--- src/rtl/piece_motion_if.sv ---
// ============================================================================
// piece_motion_if : handshake and position signals of the piece controller
// Rev 1.0 - initial release
// ============================================================================
`default_nettype none

interface piece_motion_if #(
  parameter int BOARD_WIDTH  = 10,
  parameter int BOARD_HEIGHT = 20
);
  localparam int X_W = $clog2(BOARD_WIDTH);
  localparam int Y_W = $clog2(BOARD_HEIGHT);

  logic           game_tick;
  logic           move_left_req;
  logic           move_right_req;
  logic           soft_drop_req;
  logic           hard_drop_req;
  logic           left_collision;
  logic           right_collision;
  logic           down_collision;
  logic           spawn_ack;
  logic           lock_ack;
  logic [X_W-1:0] piece_x;
  logic [Y_W-1:0] piece_y;
  logic           no_piece;
  logic           spawn_req;
  logic           lock_req;
  logic           game_over;

  modport master (
    input  game_tick, move_left_req, move_right_req, soft_drop_req, hard_drop_req,
    input  left_collision, right_collision, down_collision, spawn_ack, lock_ack,
    output piece_x, piece_y, no_piece, spawn_req, lock_req, game_over
  );

  modport slave (
    output game_tick, move_left_req, move_right_req, soft_drop_req, hard_drop_req,
    output left_collision, right_collision, down_collision, spawn_ack, lock_ack,
    input  piece_x, piece_y, no_piece, spawn_req, lock_req, game_over
  );
endinterface

`default_nettype wire

--- src/rtl/piece_motion_controller.sv ---
// ============================================================================
// piece_motion_controller : falling-piece position, gravity, spawn/lock FSM
// Rev 1.0 - initial release
// ============================================================================
`default_nettype none

module piece_motion_controller #(
  parameter int BOARD_WIDTH   = 10,
  parameter int BOARD_HEIGHT  = 20,
  parameter int GRAVITY_TICKS = 30,
  parameter int SPAWN_X       = 3
) (
  input  wire               clk,
  input  wire               reset,
  piece_motion_if.master    bus
);

  localparam int X_W   = $clog2(BOARD_WIDTH);
  localparam int Y_W   = $clog2(BOARD_HEIGHT);
  localparam int CNT_W = (GRAVITY_TICKS > 1) ? $clog2(GRAVITY_TICKS) : 1;

  localparam logic [X_W-1:0]   X_MAX   = X_W'(BOARD_WIDTH - 1);
  localparam logic [Y_W-1:0]   Y_MAX   = Y_W'(BOARD_HEIGHT - 1);
  localparam logic [X_W-1:0]   X_SPAWN = X_W'(SPAWN_X);
  localparam logic [CNT_W-1:0] CNT_MAX = CNT_W'(GRAVITY_TICKS - 1);

  typedef enum logic [2:0] {
    S_SPAWN     = 3'd0,
    S_SETTLE    = 3'd1,
    S_ACTIVE    = 3'd2,
    S_HARD_DROP = 3'd3,
    S_LOCK      = 3'd4,
    S_OVER      = 3'd5
  } state_t;

  state_t           state;
  logic [X_W-1:0]   piece_x;
  logic [Y_W-1:0]   piece_y;
  logic             no_piece;
  logic             spawn_req;
  logic             lock_req;
  logic             game_over;
  logic [CNT_W-1:0] grav_cnt;
  logic             grav_pend;

  logic at_bottom;
  logic go_left;
  logic go_right;

  assign at_bottom = bus.down_collision || (piece_y == Y_MAX);
  assign go_left   = bus.move_left_req && !bus.move_right_req;
  assign go_right  = bus.move_right_req && !bus.move_left_req;

  always_ff @(posedge clk or posedge reset) begin
    if (reset) begin
      state     <= S_SPAWN;
      piece_x   <= X_SPAWN;
      piece_y   <= '0;
      no_piece  <= 1'b1;
      spawn_req <= 1'b0;
      lock_req  <= 1'b0;
      game_over <= 1'b0;
      grav_cnt  <= '0;
      grav_pend <= 1'b0;
    end else begin
      // Gravity state only lives in ACTIVE; every other state forces it to 0.
      grav_cnt  <= '0;
      grav_pend <= 1'b0;
      case (state)
        S_SPAWN: begin
          no_piece <= 1'b1;
          piece_x  <= X_SPAWN;
          piece_y  <= '0;
          if (bus.spawn_ack) begin
            state     <= S_SETTLE;
            no_piece  <= 1'b0;
            spawn_req <= 1'b0;
          end else begin
            spawn_req <= 1'b1;
          end
        end

        S_SETTLE: state <= S_ACTIVE;

        S_ACTIVE: begin
          grav_cnt  <= grav_cnt;
          grav_pend <= grav_pend;
          if (bus.game_tick) begin
            if (grav_cnt == CNT_MAX) begin
              grav_cnt  <= '0;
              grav_pend <= 1'b1;
            end else begin
              grav_cnt <= grav_cnt + CNT_W'(1);
            end
          end
          if (bus.hard_drop_req) begin
            state     <= S_HARD_DROP;
            grav_cnt  <= '0;
            grav_pend <= 1'b0;
          end else if (bus.soft_drop_req || grav_pend) begin
            // A step consumes the pending gravity and restarts the count.
            grav_cnt  <= '0;
            grav_pend <= 1'b0;
            if (at_bottom) begin
              state    <= S_LOCK;
              lock_req <= 1'b1;
            end else begin
              piece_y <= piece_y + Y_W'(1);
            end
          end else if (go_left) begin
            if (!bus.left_collision && piece_x != '0)
              piece_x <= piece_x - X_W'(1);
          end else if (go_right) begin
            if (!bus.right_collision && piece_x != X_MAX)
              piece_x <= piece_x + X_W'(1);
          end
        end

        S_HARD_DROP: begin
          if (at_bottom) begin
            state    <= S_LOCK;
            lock_req <= 1'b1;
          end else begin
            piece_y <= piece_y + Y_W'(1);
          end
        end

        S_LOCK: begin
          if (bus.lock_ack) begin
            lock_req <= 1'b0;
            no_piece <= 1'b1;
            if (piece_y == '0) begin
              state     <= S_OVER;
              game_over <= 1'b1;
            end else begin
              state   <= S_SPAWN;
              piece_x <= X_SPAWN;
              piece_y <= '0;
            end
          end
        end

        S_OVER: begin
          game_over <= 1'b1;
          no_piece  <= 1'b1;
        end

        default: state <= S_SPAWN;
      endcase
    end
  end

  assign bus.piece_x   = piece_x;
  assign bus.piece_y   = piece_y;
  assign bus.no_piece  = no_piece;
  assign bus.spawn_req = spawn_req;
  assign bus.lock_req  = lock_req;
  assign bus.game_over = game_over;

endmodule

`default_nettype wire
--- src/flat_wrapper.sv ---
// flat-port wrapper written by rule: the top's interface ports become plain ports
module piece_motion_controller_flat 
#(
  parameter int BOARD_WIDTH   = 10,
  parameter int BOARD_HEIGHT  = 20,
  parameter int GRAVITY_TICKS = 30,
  parameter int SPAWN_X       = 3
)
  (clk, reset, bus_game_tick, bus_move_left_req, bus_move_right_req, bus_soft_drop_req, bus_hard_drop_req, bus_left_collision, bus_right_collision, bus_down_collision, bus_spawn_ack, bus_lock_ack, bus_piece_x, bus_piece_y, bus_no_piece, bus_spawn_req, bus_lock_req, bus_game_over);
  piece_motion_if #(.BOARD_WIDTH(BOARD_WIDTH), .BOARD_HEIGHT(BOARD_HEIGHT)) bus_i ();
  input  wire clk;
  input  wire reset;
  input wire logic [$bits(bus_i.game_tick)-1:0] bus_game_tick;
  input wire logic [$bits(bus_i.move_left_req)-1:0] bus_move_left_req;
  input wire logic [$bits(bus_i.move_right_req)-1:0] bus_move_right_req;
  input wire logic [$bits(bus_i.soft_drop_req)-1:0] bus_soft_drop_req;
  input wire logic [$bits(bus_i.hard_drop_req)-1:0] bus_hard_drop_req;
  input wire logic [$bits(bus_i.left_collision)-1:0] bus_left_collision;
  input wire logic [$bits(bus_i.right_collision)-1:0] bus_right_collision;
  input wire logic [$bits(bus_i.down_collision)-1:0] bus_down_collision;
  input wire logic [$bits(bus_i.spawn_ack)-1:0] bus_spawn_ack;
  input wire logic [$bits(bus_i.lock_ack)-1:0] bus_lock_ack;
  output wire logic [$bits(bus_i.piece_x)-1:0] bus_piece_x;
  output wire logic [$bits(bus_i.piece_y)-1:0] bus_piece_y;
  output wire logic [$bits(bus_i.no_piece)-1:0] bus_no_piece;
  output wire logic [$bits(bus_i.spawn_req)-1:0] bus_spawn_req;
  output wire logic [$bits(bus_i.lock_req)-1:0] bus_lock_req;
  output wire logic [$bits(bus_i.game_over)-1:0] bus_game_over;
  assign bus_i.game_tick = bus_game_tick;
  assign bus_i.move_left_req = bus_move_left_req;
  assign bus_i.move_right_req = bus_move_right_req;
  assign bus_i.soft_drop_req = bus_soft_drop_req;
  assign bus_i.hard_drop_req = bus_hard_drop_req;
  assign bus_i.left_collision = bus_left_collision;
  assign bus_i.right_collision = bus_right_collision;
  assign bus_i.down_collision = bus_down_collision;
  assign bus_i.spawn_ack = bus_spawn_ack;
  assign bus_i.lock_ack = bus_lock_ack;
  assign bus_piece_x = bus_i.piece_x;
  assign bus_piece_y = bus_i.piece_y;
  assign bus_no_piece = bus_i.no_piece;
  assign bus_spawn_req = bus_i.spawn_req;
  assign bus_lock_req = bus_i.lock_req;
  assign bus_game_over = bus_i.game_over;
  piece_motion_controller #(.BOARD_WIDTH(BOARD_WIDTH), .BOARD_HEIGHT(BOARD_HEIGHT), .GRAVITY_TICKS(GRAVITY_TICKS), .SPAWN_X(SPAWN_X)) u_core (.clk(clk), .reset(reset), .bus(bus_i));
endmodule
--- config.mk ---
export PLATFORM = sky130hd
export DESIGN_NAME = piece_motion_controller_flat
export DESIGN_NICKNAME = d
export VERILOG_FILES = /design/src/rtl/piece_motion_if.sv /design/src/rtl/piece_motion_controller.sv /design/src/flat_wrapper.sv
export SDC_FILE = /design/constraint.sdc
export NUM_CORES = 1
export LEC_CHECK = 0
export ABC_AREA = 1
export BUFFER_PORTS_ARGS = -buffer_cell sky130_fd_sc_hd__clkbuf_2
export CAP_MARGIN = 20
export CELL_PAD_IN_SITES_DETAIL_PLACEMENT = 2
export CELL_PAD_IN_SITES_GLOBAL_PLACEMENT = 2
export CORE_ASPECT_RATIO = 0.9
export CORE_MARGIN = 3
export CORE_UTILIZATION = 28
export DETAILED_ROUTE_END_ITERATION = 12
export PLACE_DENSITY = 0.78
export SLEW_MARGIN = 10
export SYNTH_ARGS = -nofsm -noshare
export SYNTH_HDL_FRONTEND = slang
export SYNTH_SLANG_ARGS = --single-unit
--- constraint.sdc ---
create_clock -name clk -period 1.3 [get_ports clk]
set_input_delay 0.195 -clock clk [delete_from_list [all_inputs] [get_ports clk]]
set_output_delay 0.195 -clock clk [all_outputs]
set_load 0.02 [all_outputs]
==> flow_summary_export.csv <==
group,metric,value,unit
outcome,status,"finished, violations left",
outcome,violations,"negative setup slack",
worst_setup_path,crit_type,"flop to flop",
placed_design,io_buffers,24,
final_layout,syn_to_final_growth,76.6,%
floorplan,die_y,76.2,um
routing,vias_per_cell,5.10,
synth,synth_edf_count,0,
synth,async_flop_share,100,%
synth,synth_top_area_cell,"dfrtp_1",
synth,ys_warn_count,0,
worst_setup_path,r2r_end,"u_core.bus.piece_x[1]$_DFFE_PP1P_",
worst_setup_path,worst-path-max-fanout,5,
clock_tree,cts-root-buf,"clkbuf_8",
routing,routed-via-count,1918,
routing,drt-pass1-iter-count,4,
floorplan,die_w,84.0,um
worst_hold_path,min_path_type,"input port to flop",
synth,synth_commonest_cells,"73 x nand2_1, 30 x inv_1, 27 x nor2_1",
timing,fin_crit_sh,130,%
routing,drc_errors,0,
synth,synth-seq-cells,22,
final_layout,final_cells,376,
timing,finalHoldViolCount,0,
synth,post-synth-top-count-cell,"nand2_1",
placed_design,place_inst,349,
worst_setup_path,arrival,1910,ps
timing,maxSlewHeadroom,78.9,%
floorplan,top_level_ports,25,
worst_setup_path,cp_cell_sequence,"nor2_1 > nand2_1 > nand2_1 > nand2_1 > nand2_2 > nor2_4 > buf_4 > nand3_1 > nand2_1",
timing,finClkSkew,6.03,ps
worst_setup_path,cp_slowest_stage_delay,590,ps
clock_tree,cts_sinks,22,
placed_design,dpl.hpwl,4440,um
placed_design,gp_congestion,0.841,
final_layout,diodes,0,
placed_design,place_area,2050,um2
placed_design,dp_slack,-294,ps
timing,worst_slack,-387,ps
floorplan,rows,24,
worst_hold_path,hold_end,"u_core.bus.no_piece$_DFFE_PP1P_",
final_layout,postLayoutCellArea,2700,um2
synth,synth_cells,220,
grt,grt_pass1_wl,12300,um
pwr,power_leakage,1.38,nW
final_layout,drive_above_1_share,60.5,%
timing,whs,256,ps
worst_setup_path,endpoint_kind,"flop",
grt,antenna_found_initial,0,
grt,grt_overflow,0,
grt,grt_pass1_vias,2178,
clock_tree,cts_buffers,3,
grt,track_usage,25.1,%
clock_tree,clkLatencyLatePin,280,ps
worst_setup_path,crit_path_top_delay_cell,"dfstp_2",
clock_tree,cts_tree,"yes",
synth,synth.area.top_cells,"dfrtp_1 31%, nand2_1 18%, inv_1 7.4%",
synth,yosysSeqAreaShare,36.2,%
worst_setup_path,r2r_slack,-390,ps
timing,drv_slew,0,
floorplan,placeableCoreArea,5040,um2
worst_hold_path,hold_depth,4,
flow_run,maxCapViolCount,0,
clock_tree,clk_pin_slew_worst_paths,90,ps
worst_setup_path,critPathLaunchType,"flop",
synth,syn_area,1530,um2
synth,syn_avg_cell_area,6.96,um2
timing,min_period,1690,ps
worst_setup_path,cp_common_cell,"nand2_1",
timing,rsz0062_at_grt,"yes",
clock_tree,h-tree-depth,1,
synth,synth_ff_type,"dfrtp_1",
synth,synth.distinct_cells,26,
worst_setup_path,r2r-start,"u_core.bus.piece_x[1]$_DFFE_PP1P_",
grt,grt_start_max_net_pins,23,
clock_tree,cts.path.max_buffers,2,
final_layout,finalCoreUtilization,53.6,%
worst_setup_path,worstRegToRegCells,9,
timing,worstMarginPinSlew,316,ps
worst_setup_path,required,1520,ps
synth,syn_nets,239,
routing,wl,9780,um
routing,drt_iter0_markers,56,
timing,timing.fmax,0.593,GHz
timing,finalSetupViolCount,26,
pwr,ir_drop,1.13,mV
routing,wl_per_cell,26.0,um
routing,antenna_left,0,
floorplan,initial_core_util,30.4,%
final_layout,fin_nets,331,
pwr,power_density,2550,nW/um2
floorplan,die_area,6390,um2
synth,synthDominantCellAreaShare,31.0,%
worst_hold_path,min_from,"bus_spawn_ack",
## registers in the layout (all words and copies together) (netlist names)
signal / cells
u_core.bus.no_piece: 1
u_core.state: 3
u_core.grav_pend: 1
u_core.bus.piece_x: 4
u_core.bus.lock_req: 1
u_core.bus.piece_y: 5
u_core.bus.game_over: 1
u_core.bus.spawn_req: 1
u_core.grav_cnt: 5
## worst max-delay path by stage
stage                                            startpoint                                 to  slack [ps]  depth (start not counted)
after detailed placement        u_core.state[1]$_DFFE_PP0P_  u_core.bus.piece_y[1]$_DFFE_PP0P_        -290                          7
after CTS                 u_core.bus.piece_x[1]$_DFFE_PP1P_  u_core.bus.piece_x[2]$_DFFE_PP0P_        -210                          6
after global routing      u_core.bus.piece_x[1]$_DFFE_PP1P_  u_core.bus.piece_x[1]$_DFFE_PP1P_        -430                          9
final                     u_core.bus.piece_x[1]$_DFFE_PP1P_  u_core.bus.piece_x[1]$_DFFE_PP1P_        -390                          9
after global placement    u_core.bus.piece_x[1]$_DFFE_PP1P_  u_core.bus.piece_x[2]$_DFFE_PP0P_        -150                          6
after floorplan           u_core.bus.piece_x[1]$_DFFE_PP1P_  u_core.bus.piece_x[2]$_DFFE_PP0P_        -150                          6
## final cells by class
type                    instances  area [um2]
well taps                      65        81.3
fillers                       557        2340
flip-flops and latches         22         561
inverters                      32         123
repair buffers                 87         666
clock buffers                   4        55.1
multi-input cells             166        1220
## logic make-up after synthesis
| group | synth area share [%] |
|---|---|
| AOI/OAI and AO/OA | 7.52 |
| xor gates and xnor gates | 1.14 |
| buffers and inverters | 8.33 |
| adders and majority gates | 6.21 |
| DFF | 36.2 |
| and+or+nand+nor | 40.6 |
## stage by stage
stage / total power [W] / setup TNS, ps
2_1_floorplan: 0.00277 / -809
3_3_place_gp: 0.00389 / -1840
3_5_place_dp: 0.00408 / -3600
4_1_cts: 0.00531 / -2270
5_1_grt: 0.00716 / -7250
6_report: 0.00689 / -6260
## layout by cell type, fill, tap and decap left out, drive strengths merged
| cell | n |
|---|---|
| a21oi | 3 |
| dfrtp | 19 |
| nor2 | 33 |
| nand3 | 16 |
| o22ai | 2 |
| nand4 | 1 |
| nand3b | 2 |
| clkbuf | 26 |
| dlygate4sd3 | 1 |
| fa | 1 |
| xor2 | 2 |
| o21ai | 15 |
| or2 | 1 |
| nor3 | 1 |
| inv | 32 |
| nand2 | 82 |
| ha | 6 |
| a31o | 1 |
| dfstp | 3 |
| buf | 64 |
## layer usage
layer | part of all wire, % | track usage, % | wire length [um]
met5 | 0 | 0 | 0
met4 | 2.8 | 10.8 | 269
met3 | 3.8 | 4.65 | 375
met2 | 53 | 46.7 | 5190
met1 | 40 | 27.4 | 3950
## power breakdown
part	internal, W	switching, W
logic	0.00214	0.00298
clock network	0.000272	0.000262
registers	0.000930	0.000305
total	0.00334	0.00355
## worst max-delay path: cells and delay by family, from the launching register on
family	cells	cell delay (ps)
flops	1	590
buf+inv	1	150
simple gates	8	890
## timing repair
| item | CTS | global route |
|---|---|---|
| endpoints found under the setup margin | 22 | 25 |
| resized for setup | 53 | 67 |
| endpoints found under the hold margin | 19 | 0 |
| cloned | 0 | 1 |
| pin swaps | 20 | 18 |
| buffers inserted | 14 | 10 |
| hold buffers | 1 | 0 |
Power figures use the tool's default switching activity.
